--- src/rtl/cordic_pkg.sv ---
// cordic_pkg: shared state encoding, mode constants and iteration-count
// helpers for the cordic_iter_engine datapath.
package cordic_pkg;

    typedef enum logic [1:0] {
        S_IDLE = 2'd0,
        S_RUN  = 2'd1,
        S_DONE = 2'd2
    } state_t;

    // Operating mode as sampled from the mode input at accept.
    localparam logic MODE_LIN = 1'b1;
    localparam logic MODE_HYP = 1'b0;

    // Integer headroom carried above the WIDTH+1-bit data words.
    localparam int GUARD_BITS = 2;

    // Shift index width and iteration counter width (N is at most 17).
    localparam int SHIFT_W = 4;
    localparam int CNT_W   = 5;

    // Hyperbolic shift indices that must be executed twice for convergence.
    localparam logic [SHIFT_W-1:0] HYP_REP_A = 4'd4;
    localparam logic [SHIFT_W-1:0] HYP_REP_B = 4'd13;

    // Number of linear micro-rotations: s = 0 .. iter-1.
    function automatic int n_lin(input int iter);
        return iter;
    endfunction

    // Number of hyperbolic micro-rotations: s = 1 .. iter plus the repeats.
    function automatic int n_hyp(input int iter);
        return iter + ((iter >= 4) ? 1 : 0) + ((iter >= 13) ? 1 : 0);
    endfunction

endpackage

--- src/rtl/cordic_atanh_rom.sv ---
// cordic_atanh_rom: combinational table of atanh(2^-s) in Q.FRAC, rounded
// to nearest. Constants are held in Q2.30 and rounded down to FRAC bits.
module cordic_atanh_rom
    import cordic_pkg::*;
#(
    parameter int WIDTH = 15,
    parameter int FRAC  = 12
) (
    input  logic [SHIFT_W-1:0] shift_i,
    output logic signed [WIDTH:0] atanh_o
);

    localparam int          DW  = WIDTH + 1;
    localparam int          RSH = 30 - FRAC;
    localparam logic [31:0] RND = 32'(1) << (RSH - 1);

    logic [31:0] q30;

    // Look up the Q2.30 reference; s = 0 (atanh(1) is unbounded) is only
    // reached in linear mode, where the table output is not used.
    always_comb begin
        q30 = '0;
        case (shift_i)
            4'd1:    q30 = 32'd589812981;
            4'd2:    q30 = 32'd274247423;
            4'd3:    q30 = 32'd134923403;
            4'd4:    q30 = 32'd67196451;
            4'd5:    q30 = 32'd33565361;
            4'd6:    q30 = 32'd16778582;
            4'd7:    q30 = 32'd8388779;
            4'd8:    q30 = 32'd4194325;
            4'd9:    q30 = 32'd2097155;
            4'd10:   q30 = 32'd1048576;
            4'd11:   q30 = 32'd524288;
            4'd12:   q30 = 32'd262144;
            4'd13:   q30 = 32'd131072;
            4'd14:   q30 = 32'd65536;
            4'd15:   q30 = 32'd32768;
            default: q30 = '0;
        endcase
    end

    // Round half-up to FRAC fractional bits.
    assign atanh_o = DW'((q30 + RND) >> RSH);

endmodule

--- src/rtl/cordic_iter_engine.sv ---
// cordic_iter_engine: sequential CORDIC engine, one micro-rotation per clock.
// Linear mode yields y + x*z, hyperbolic mode yields cosh/sinh of z (caller
// preloads x = 1/K_h). Optional macro CORDIC_SAT_EN saturates the outputs
// instead of wrapping them to WIDTH+1 bits.
module cordic_iter_engine
    import cordic_pkg::*;
#(
    parameter int WIDTH = 15,
    parameter int FRAC  = 12,
    parameter int ITER  = 14
) (
    input  logic                clk,
    input  logic                rst_n,
    input  logic                in_valid,
    output logic                in_ready,
    input  logic                mode,
    input  logic signed [WIDTH:0] x_in,
    input  logic signed [WIDTH:0] y_in,
    input  logic signed [WIDTH:0] z_in,
    output logic                out_valid,
    input  logic                out_ready,
    output logic signed [WIDTH:0] x_out,
    output logic signed [WIDTH:0] y_out,
    output logic signed [WIDTH:0] z_out
);

    localparam int GW = WIDTH + 1 + GUARD_BITS;
    localparam logic [CNT_W-1:0] LAST_LIN = CNT_W'(n_lin(ITER) - 1);
    localparam logic [CNT_W-1:0] LAST_HYP = CNT_W'(n_hyp(ITER) - 1);
    // 1.0 in Q.FRAC; shifting right by s gives 2^-s and naturally reaches 0 for s > FRAC.
    localparam logic signed [GW-1:0] Z_ONE = GW'(2 ** FRAC);

    state_t              state_q;
    logic                mode_q;
    logic                rep_q, rep_d;
    logic [SHIFT_W-1:0]  s_q, s_d;
    logic [CNT_W-1:0]    cnt_q;
    logic signed [GW-1:0] x_q, y_q, z_q;
    logic signed [GW-1:0] x_d, y_d, z_d;
    logic signed [GW-1:0] sx, sy, z_step, rom_ext;
    logic signed [WIDTH:0] rom_atanh;
    logic signed [WIDTH:0] x_fit, y_fit, z_fit;
    logic signed [WIDTH:0] x_out_q, y_out_q, z_out_q;
    logic                in_ready_q, out_valid_q;
    logic                d_pos, last_iter;

    cordic_atanh_rom #(.WIDTH(WIDTH), .FRAC(FRAC)) u_rom (
        .shift_i (s_q),
        .atanh_o (rom_atanh)
    );

    assign rom_ext   = {{GUARD_BITS{rom_atanh[WIDTH]}}, rom_atanh};
    assign last_iter = (cnt_q == ((mode_q == MODE_LIN) ? LAST_LIN : LAST_HYP));

    // One micro-rotation: direction from the sign of z, arithmetic shifts of x and y.
    always_comb begin
        d_pos  = ~z_q[GW-1];
        sx     = x_q >>> s_q;
        sy     = y_q >>> s_q;
        z_step = (mode_q == MODE_LIN) ? (Z_ONE >> s_q) : rom_ext;
        y_d    = d_pos ? (y_q + sx) : (y_q - sx);
        z_d    = d_pos ? (z_q - z_step) : (z_q + z_step);
        if (mode_q == MODE_LIN) begin
            x_d = x_q;
        end else begin
            x_d = d_pos ? (x_q + sy) : (x_q - sy);
        end
    end

    // Next shift index; hyperbolic indices 4 and 13 are run a second time.
    always_comb begin
        // NOTE: defaults first so every path assigns every output and no latch is inferred.
        s_d   = s_q + 4'd1;
        rep_d = 1'b0;
        if (mode_q == MODE_HYP && !rep_q && (s_q == HYP_REP_A || s_q == HYP_REP_B)) begin
            s_d   = s_q;
            rep_d = 1'b1;
        end
    end

`ifdef CORDIC_SAT_EN
    function automatic logic signed [WIDTH:0] sat_word(input logic signed [GW-1:0] v);
        if (v[GW-1:WIDTH] == {(GUARD_BITS + 1){v[GW-1]}}) begin
            return v[WIDTH:0];
        end
        return v[GW-1] ? {1'b1, {WIDTH{1'b0}}} : {1'b0, {WIDTH{1'b1}}};
    endfunction

    assign x_fit = sat_word(x_d);
    assign y_fit = sat_word(y_d);
    assign z_fit = sat_word(z_d);
`else
    assign x_fit = x_d[WIDTH:0];
    assign y_fit = y_d[WIDTH:0];
    assign z_fit = z_d[WIDTH:0];
`endif

    // Control FSM, iteration state and registered outputs.
    always_ff @(posedge clk) begin
        // NOTE: non-blocking assignments so every register samples pre-edge values.
        if (!rst_n) begin
            state_q     <= S_IDLE;
            mode_q      <= 1'b0;
            rep_q       <= 1'b0;
            s_q         <= '0;
            cnt_q       <= '0;
            x_q         <= '0;
            y_q         <= '0;
            z_q         <= '0;
            x_out_q     <= '0;
            y_out_q     <= '0;
            z_out_q     <= '0;
            out_valid_q <= 1'b0;
            in_ready_q  <= 1'b1;
        end else begin
            unique case (state_q)
                S_IDLE: begin
                    if (in_valid && in_ready_q) begin
                        x_q        <= {{GUARD_BITS{x_in[WIDTH]}}, x_in};
                        y_q        <= {{GUARD_BITS{y_in[WIDTH]}}, y_in};
                        z_q        <= {{GUARD_BITS{z_in[WIDTH]}}, z_in};
                        mode_q     <= mode;
                        s_q        <= (mode == MODE_LIN) ? 4'd0 : 4'd1;
                        rep_q      <= 1'b0;
                        cnt_q      <= '0;
                        in_ready_q <= 1'b0;
                        state_q    <= S_RUN;
                    end
                end
                S_RUN: begin
                    x_q   <= x_d;
                    y_q   <= y_d;
                    z_q   <= z_d;
                    s_q   <= s_d;
                    rep_q <= rep_d;
                    cnt_q <= cnt_q + 1'b1;
                    if (last_iter) begin
                        x_out_q     <= x_fit;
                        y_out_q     <= y_fit;
                        z_out_q     <= z_fit;
                        out_valid_q <= 1'b1;
                        state_q     <= S_DONE;
                    end
                end
                S_DONE: begin
                    if (out_ready) begin
                        out_valid_q <= 1'b0;
                        in_ready_q  <= 1'b1;
                        state_q     <= S_IDLE;
                    end
                end
                default: state_q <= S_IDLE;
            endcase
        end
    end

    assign in_ready  = in_ready_q;
    assign out_valid = out_valid_q;
    assign x_out     = x_out_q;
    assign y_out     = y_out_q;
    assign z_out     = z_out_q;

endmodule

--- config.mk ---
export PLATFORM = sky130hd
export DESIGN_NAME = cordic_iter_engine
export DESIGN_NICKNAME = d
export VERILOG_FILES = /design/src/rtl/cordic_pkg.sv /design/src/rtl/cordic_atanh_rom.sv /design/src/rtl/cordic_iter_engine.sv
export SDC_FILE = /design/constraint.sdc
export NUM_CORES = 1
export LEC_CHECK = 0
export CAP_MARGIN = 20
export CORE_MARGIN = 1
export CORE_UTILIZATION = 55
export CTS_CLUSTER_DIAMETER = 100
export DETAILED_ROUTE_END_ITERATION = 7
export GPL_TIMING_DRIVEN = 0
export MAX_ROUTING_LAYER = met4
export PLACE_DENSITY = 0.73
export SLEW_MARGIN = 20
export SYNTH_ARGS = -nofsm -noshare
export SYNTH_HDL_FRONTEND = slang
export SYNTH_HIERARCHICAL = 1
export SYNTH_SLANG_ARGS = --single-unit
--- constraint.sdc ---
create_clock -name clk -period 10.3 [get_ports clk]
set_input_delay 3.09 -clock clk [delete_from_list [all_inputs] [get_ports clk]]
set_output_delay 3.09 -clock clk [all_outputs]
set_load 0.02 [all_outputs]
* Yosys cells after proc, flatten, opt, wreduce, memory -nomap -nowiden
Memories as Yosys holds them, arrays and structs flattened. A register that Yosys moved wholly into a read port is not among the register bits. Cells that the tools add are included.
Storage, ports and cells: flip-flop bits (word level) 117, bits in read-only memories 480, input bits 53, output and inout port bits 50, logic and storage cells 87, memories kept 1
Operators by class: add/subtract/negate cells 9, eq/ne operators 10, shift operators 3, mux-type cells 32, bitwise gates (word level) 1, reduce and logical (&&, ||, !) cells 17
Memories:
- (no name shown) | words 16, bits a word 30, rd ports 1, clocked after Yosys merged registers in 1, write ports 0, line cordic_atanh_rom.sv:23 | case (shift_i)
Operators by type and width (count):
- $mux 18 | 8
- $pmux 18 s2 | 3
- $add 18x18->18 | 3
- $sub 18x18->18 | 3
- $sshr 18x4->18 | 2
- $add 32x18->32 const B | 1
- $shr 13x4->18 const A | 1
- $mux 4 | 4
- $reduce_and 3->1 | 5
- $ne 2x2->1 const B | 5
- $pmux 5 s2 | 1
- $mux 2 | 4
- $pmux 4 s2 | 1
- $mux 1 | 6
- $pmux 1 s2 | 3
- $pmux 2 s3 | 1
- $reduce_and 2->1 | 3
- $reduce_bool 2->1 | 3
- $add 5x1->5 const B | 1
- $eq 5x4->1 | 1
- $mux 5 | 1
- $add 4x1->4 const B | 1
- $eq 4x3->1 const B | 1
- $eq 4x4->1 const B | 1
- other kinds (7) | 9

* Depth between registers and ports, before layout
depth in word-level cells 7, depth in mapped cells 24, mapped depth without buffers 23

* Hierarchy
Netlist, hierarchy kept.
By module, submodules not included:
- cordic_iter_engine | instances 1, cells each 1323, area an instance 10324.9 um2, sequential area each 2342.2 um2
- cordic_atanh_rom | instances 1, cells each 38, area an instance 254.0 um2, sequential area each 0.0 um2

* Least setup slack after synthesis
OpenSTA, ideal clock, no wires.
path type register -> register, start register s_q[2], end register y_q[17], library setup time 0.079 ns, arrival time 4.592 ns, data required time 10.221 ns, slack 5.629 ns, cell stages (with the launch flop) 21, buffers on the path 4, period minus slack after synthesis 4.671 ns, path through dfxtp_1 clkbuf_1 buf_1 clkbuf_1 clkbuf_1 nand2_1 o21ai_0 ha_1 nor2b_1 nor2b_1 a21oi_1 xor2_1 ha_1 o21a_1 o21ai_0 o2bb2ai_1 nor4_1 o41ai_1 a21oi_1 or4_1 o211ai_1
Between the ends: word-level cells in the longest chain between the ends 4, elaborated cells between the ends (all ways) 5, classes of those cells add/sub: 2; shift: 1; mux: 2
RTL lines:
- start: declaration | line cordic_iter_engine.sv:36 | logic [SHIFT_W-1:0] s_q, s_d;
- start signal: assignment | line cordic_iter_engine.sv:123 | s_q <= (mode == MODE_LIN) ? 4'd0 : 4'd1;
- $sshr 18x4->18 (*) | line cordic_iter_engine.sv:58 | sx = x_q >>> s_q;
- $add 18x18->18 / $sub 18x18->18 (equally long branches) | line cordic_iter_engine.sv:61 | y_d = d_pos ? (y_q + sx) : (y_q - sx);
- $mux 18 (*) | line cordic_iter_engine.sv:61
- $pmux 18 s2 (*) | line cordic_iter_engine.sv:116 | unique case (state_q)
- end signal: assignment | line cordic_iter_engine.sv:120 | y_q <= {{GUARD_BITS{y_in[WIDTH]}}, y_in};
- end signal: assignment | line cordic_iter_engine.sv:132 | y_q <= y_d;
- end: declaration | line cordic_iter_engine.sv:38 | logic signed [GW-1:0] x_q, y_q, z_q;
Every way passes the cells marked *; elsewhere a longest branch is shown, timed or not. A chain may end at the register's enable or synchronous reset.

* Final worst setup path
Ends and elaborated chain as after synthesis.

==> PnR_summary.wiki <==
{| class="wikitable"
! Metric !! Value
|-
| Fin worst setup slack || 3917 ps
|-
| Pins over their slew limit || 0
|-
| Peak supply drop || 210.4 uV
|-
| Top cells by area, synth || dfxtp_1 22%, ha_1 7.3%, nand2_1 7.2%, a21oi_1 5.3%, nor2_1 4.6%
|-
| Share of async-settable or async-resettable flops after synthesis || 0
|-
| Clock tree sinks || 117
|-
| Post-CTS Resized || 0
|-
| Initial detailed-routing violation count || 1118
|-
| Die boundary width || 140.7 um
|-
| Area share of the largest cell type after synthesis || 0.2214
|-
| Critical path data required time || 10640 ps
|-
| Number of diodes || 0
|-
| Status || complete, no violations
|-
| H-Tree Depth || 4
|-
| Share of the clock period used by the worst path || 0.6197
|-
| Net total in the final layout || 1603
|-
| Number of buffers inserted during clock tree synthesis || 17
|-
| Wire length of the first global-routing pass || 62.07 mm
|-
| Startpoint type of the worst setup path || flop
|-
| Clock tree root driver cell || clkbuf_16
|-
| Core area || 18770 sq um
|-
| Final hold viol count || 0
|-
| Combined global-route utilization of all metal layers || 0.4266
|-
| Antenna violation net count after detailed routing || 0
|-
| Endpoints failing setup || 0
|-
| Slew at the pin with the worst max-slew slack || 1170 ps
|-
| Vias post-DR || 11580
|-
| Clock buffer depth || 2
|-
| Final total negative setup slack || 0 ps
|-
| Synth warnings || 6
|-
| DRC errors left || 0
|-
| Skew-Pair Late Insertion Delay || 430 ps
|-
| Number of cells after detailed placement || 1700
|-
| Cell type with the highest aggregate area in the netlist || dfxtp_1
|-
| Final global-route overflow total || 0
|-
| Minimum period implied by the final worst setup slack || 6383 ps
|-
| Most instantiated flip-flop cell in the synthesis netlist || dfxtp_1
|-
| Worst-case headroom to the max-slew limit || 0.2186
|-
| Worst Setup Slack post-DPL || 4127 ps
|-
| First-pass detailed-route iteration total || 6
|-
| TritonCTS clock tree || yes
|-
| Largest clock skew in the final design || 12.83 ps
|-
| Post-synthesis cell type count || 87
|-
| Setup slack, reg-to-reg || 3920 ps
|-
| Final worst hold slack || 453.3 ps
|-
| Lkg Pwr || 4.761 nW
|-
| Final wirelength || 40.83 mm
|-
| Summed instance area of the synthesized netlist || 10580 sq um
|-
| CP arrival || 6730 ps
|-
| Areal power density over the cells || 250.3 nW/um^2
|-
| Max frequency || 156.7 MHz
|-
| Antenna violations before repair || 1
|-
| Row Count || 50
|-
| Cell depth of the worst min-delay path || 2
|-
| Detailed-route wire length per cell || 23.57 um
|-
| Synthesized instance count || 1361
|-
| Maximum number of pins on one net before global-route repair || 17
|-
| Portion of the post-synthesis area used by sequential elements || 0.2214
|-
| Count of flip-flops with a built-in enable after synthesis || 0
|-
| Clock-pin slew of the registers on the worst-case setup and hold paths || 60 ps
|-
| Endpoint type of the worst setup path || flop
|-
| Global placement routability congestion || 1.042
|-
| Post-CTS Setup Repair Bufs || 0
|-
| Die area || 19790 sq um
|-
| Top-level port count || 103
|-
| Number of port buffers || 102
|-
| Maximum capacitance violations || 0
|-
| Layout Cells excl Fill || 1732
|-
| Post-detailed-route via-to-cell ratio || 6.683
|-
| Vias in the first global route || 10980
|-
| Critical path start-end classification || reg2reg
|-
| Reg2reg path depth || 20
|-
| Post-synthesis to final-layout area growth || 18.33%
|-
| Die Height || 140.7 um
|-
| RSZ-0062 raised after global routing || no
|-
| Fraction of final layout cells with drive strength greater than 1 || 0.08077
|-
| Post-detail-place hpwl || 31.04 mm
|-
| Synth Register Bits || 117
|-
| Initial core utilization || 0.5637
|-
| Class of the most critical hold timing path || reg2reg
|-
| Max Fanout on Critical Path || 10
|-
| Syn_area_per_cell || 7.773 sq um
|-
| Count of hold-fix buffers inserted at cts || 0
|}
## critical path, cell delays in order, from the launching register on
cell and delay, ps:
dfxtp_1 470, clkbuf_1 570, buf_1 540, clkbuf_1 470
clkbuf_1 470, nand2_1 80, o21ai_0 210, ha_1 250
nor2b_1 150, nor2b_1 390, a21oi_1 140, xor2_1 190
ha_1 320, o21a_1 130, o21ai_0 380, o2bb2ai_1 230
nor4_1 150, o41ai_1 410, a21oi_1 150, or4_1 480
o211ai_1 100
## metrics by stage
stage | cell area (sq um) | util | power, W
3_5_place_dp | 11900 | 0.6343 | 0.002437
6_report | 12520 | 0.6670 | 0.003133
4_1_cts | 12520 | 0.6670 | 0.003069
5_1_grt | 12520 | 0.6670 | 0.003291
3_3_place_gp | 11900 | 0.6343 | 0.002425
2_1_floorplan | 10590 | - | 0.001919
## layer usage
| layer | GRT usage | share of wire | vias to the layer above |
|---|---|---|---|
| li1 | - | - | 5219 |
| met1 | 0.5195 | 0.40 | 5436 |
| met2 | 0.6457 | 0.44 | 723 |
| met3 | 0.09579 | 0.10 | 197 |
| met4 | 0.2557 | 0.063 | 0 |
| met5 | - | 0 | - |
## Yosys cell counts (8+ instances only)
cell	instances
mux2_2	24
and2_1	16
mux2i_1	38
a31oi_1	30
nand2b_1	12
nor4_1	9
mux4_1	8
nor2b_1	28
clkbuf_1	58
and3_1	12
buf_1	16
a21oi_1	112
nand3_1	20
xor2_1	35
nor3_1	30
dfxtp_1	117
a211oi_1	16
nor2_1	131
o21ai_0	58
xnor2_1	50
nand2_1	204
mux4_2	19
o21a_1	13
a22oi_1	21
ha_1	62
inv_1	28
a311oi_1	26
buf_2	8
or2_2	8
o211ai_1	11
## worst paths after layout
| kind | from | endpoint |
|---|---|---|
| max reg2reg | s_q[2] | y_q[17] |
| max | s_q[2] | y_q[17] |
| min | z_out[7] | z_out[7] |
| min reg2reg | z_out[7] | z_out[7] |
## power by group
part           leakage [nW]  internal (W)  switching (W)
Clock                 0.293      0.000389       0.000240
Sequential            0.954      0.000499      0.0000936
Combinational          3.51      0.000748        0.00116
Total                  4.76       0.00164        0.00150
## cell type report
type                    instances  area, sq um
plain buffers                  95        446.7
inverters                      30        112.6
well taps                     234        292.8
clock inverters                14        175.2
clock buffers                  18        439.2
flip-flops and latches        117         2342
fillers                      1633         6250
multi-input cells            1122         7689
repair buffers                102         1021
## state kept, by name, summed over array words and instances (netlist names), 4 cells and up
signal,count
x_q,18
y_q,18
z_q,18
x_out,16
y_out,16
z_out,16
cnt_q,5
s_q,4
## cell usage in the layout, fill, tap and decap left out, drive strengths merged, types with 7 or more instances in the layout
master and instances:
a31oi 30, nand2b 14, xnor2 50, a21o 7
and2 16, ha 62, nor2b 28, o211ai 11
nor2 132, o21a 13, a21oi 113, clkbuf 76
buf 37, mux2 25, or2 9, o221ai 7
mux4 27, inv 32, nor4 10, a311oi 26
mux2i 38, nand3 20, a22oi 21, nand4 7
nand2 204, a211oi 16, xor2 35, clkdlybuf4s50 102
and3 12, o21ai 58, nor3 30, dfxtp 117
## kinds of logic (layout without fill, tap and decap cells)
| family | after synthesis | after routing | synth area share |
|---|---|---|---|
| xor gates and xnor gates | 85 | 85 | 0.07037 |
| AOI/OAI and AO/OA | 364 | 364 | 0.2259 |
| muxes | 90 | 90 | 0.1232 |
| DFF | 117 | 117 | 0.2214 |
| buffers and inverters | 125 | 259 | 0.05287 |
| other | 1 | 4 | 0.0003545 |
| adders and majority gates | 65 | 65 | 0.07901 |
| and+or+nand+nor | 514 | 514 | 0.2269 |
No activity file was read; power rests on OpenSTA's default activity.
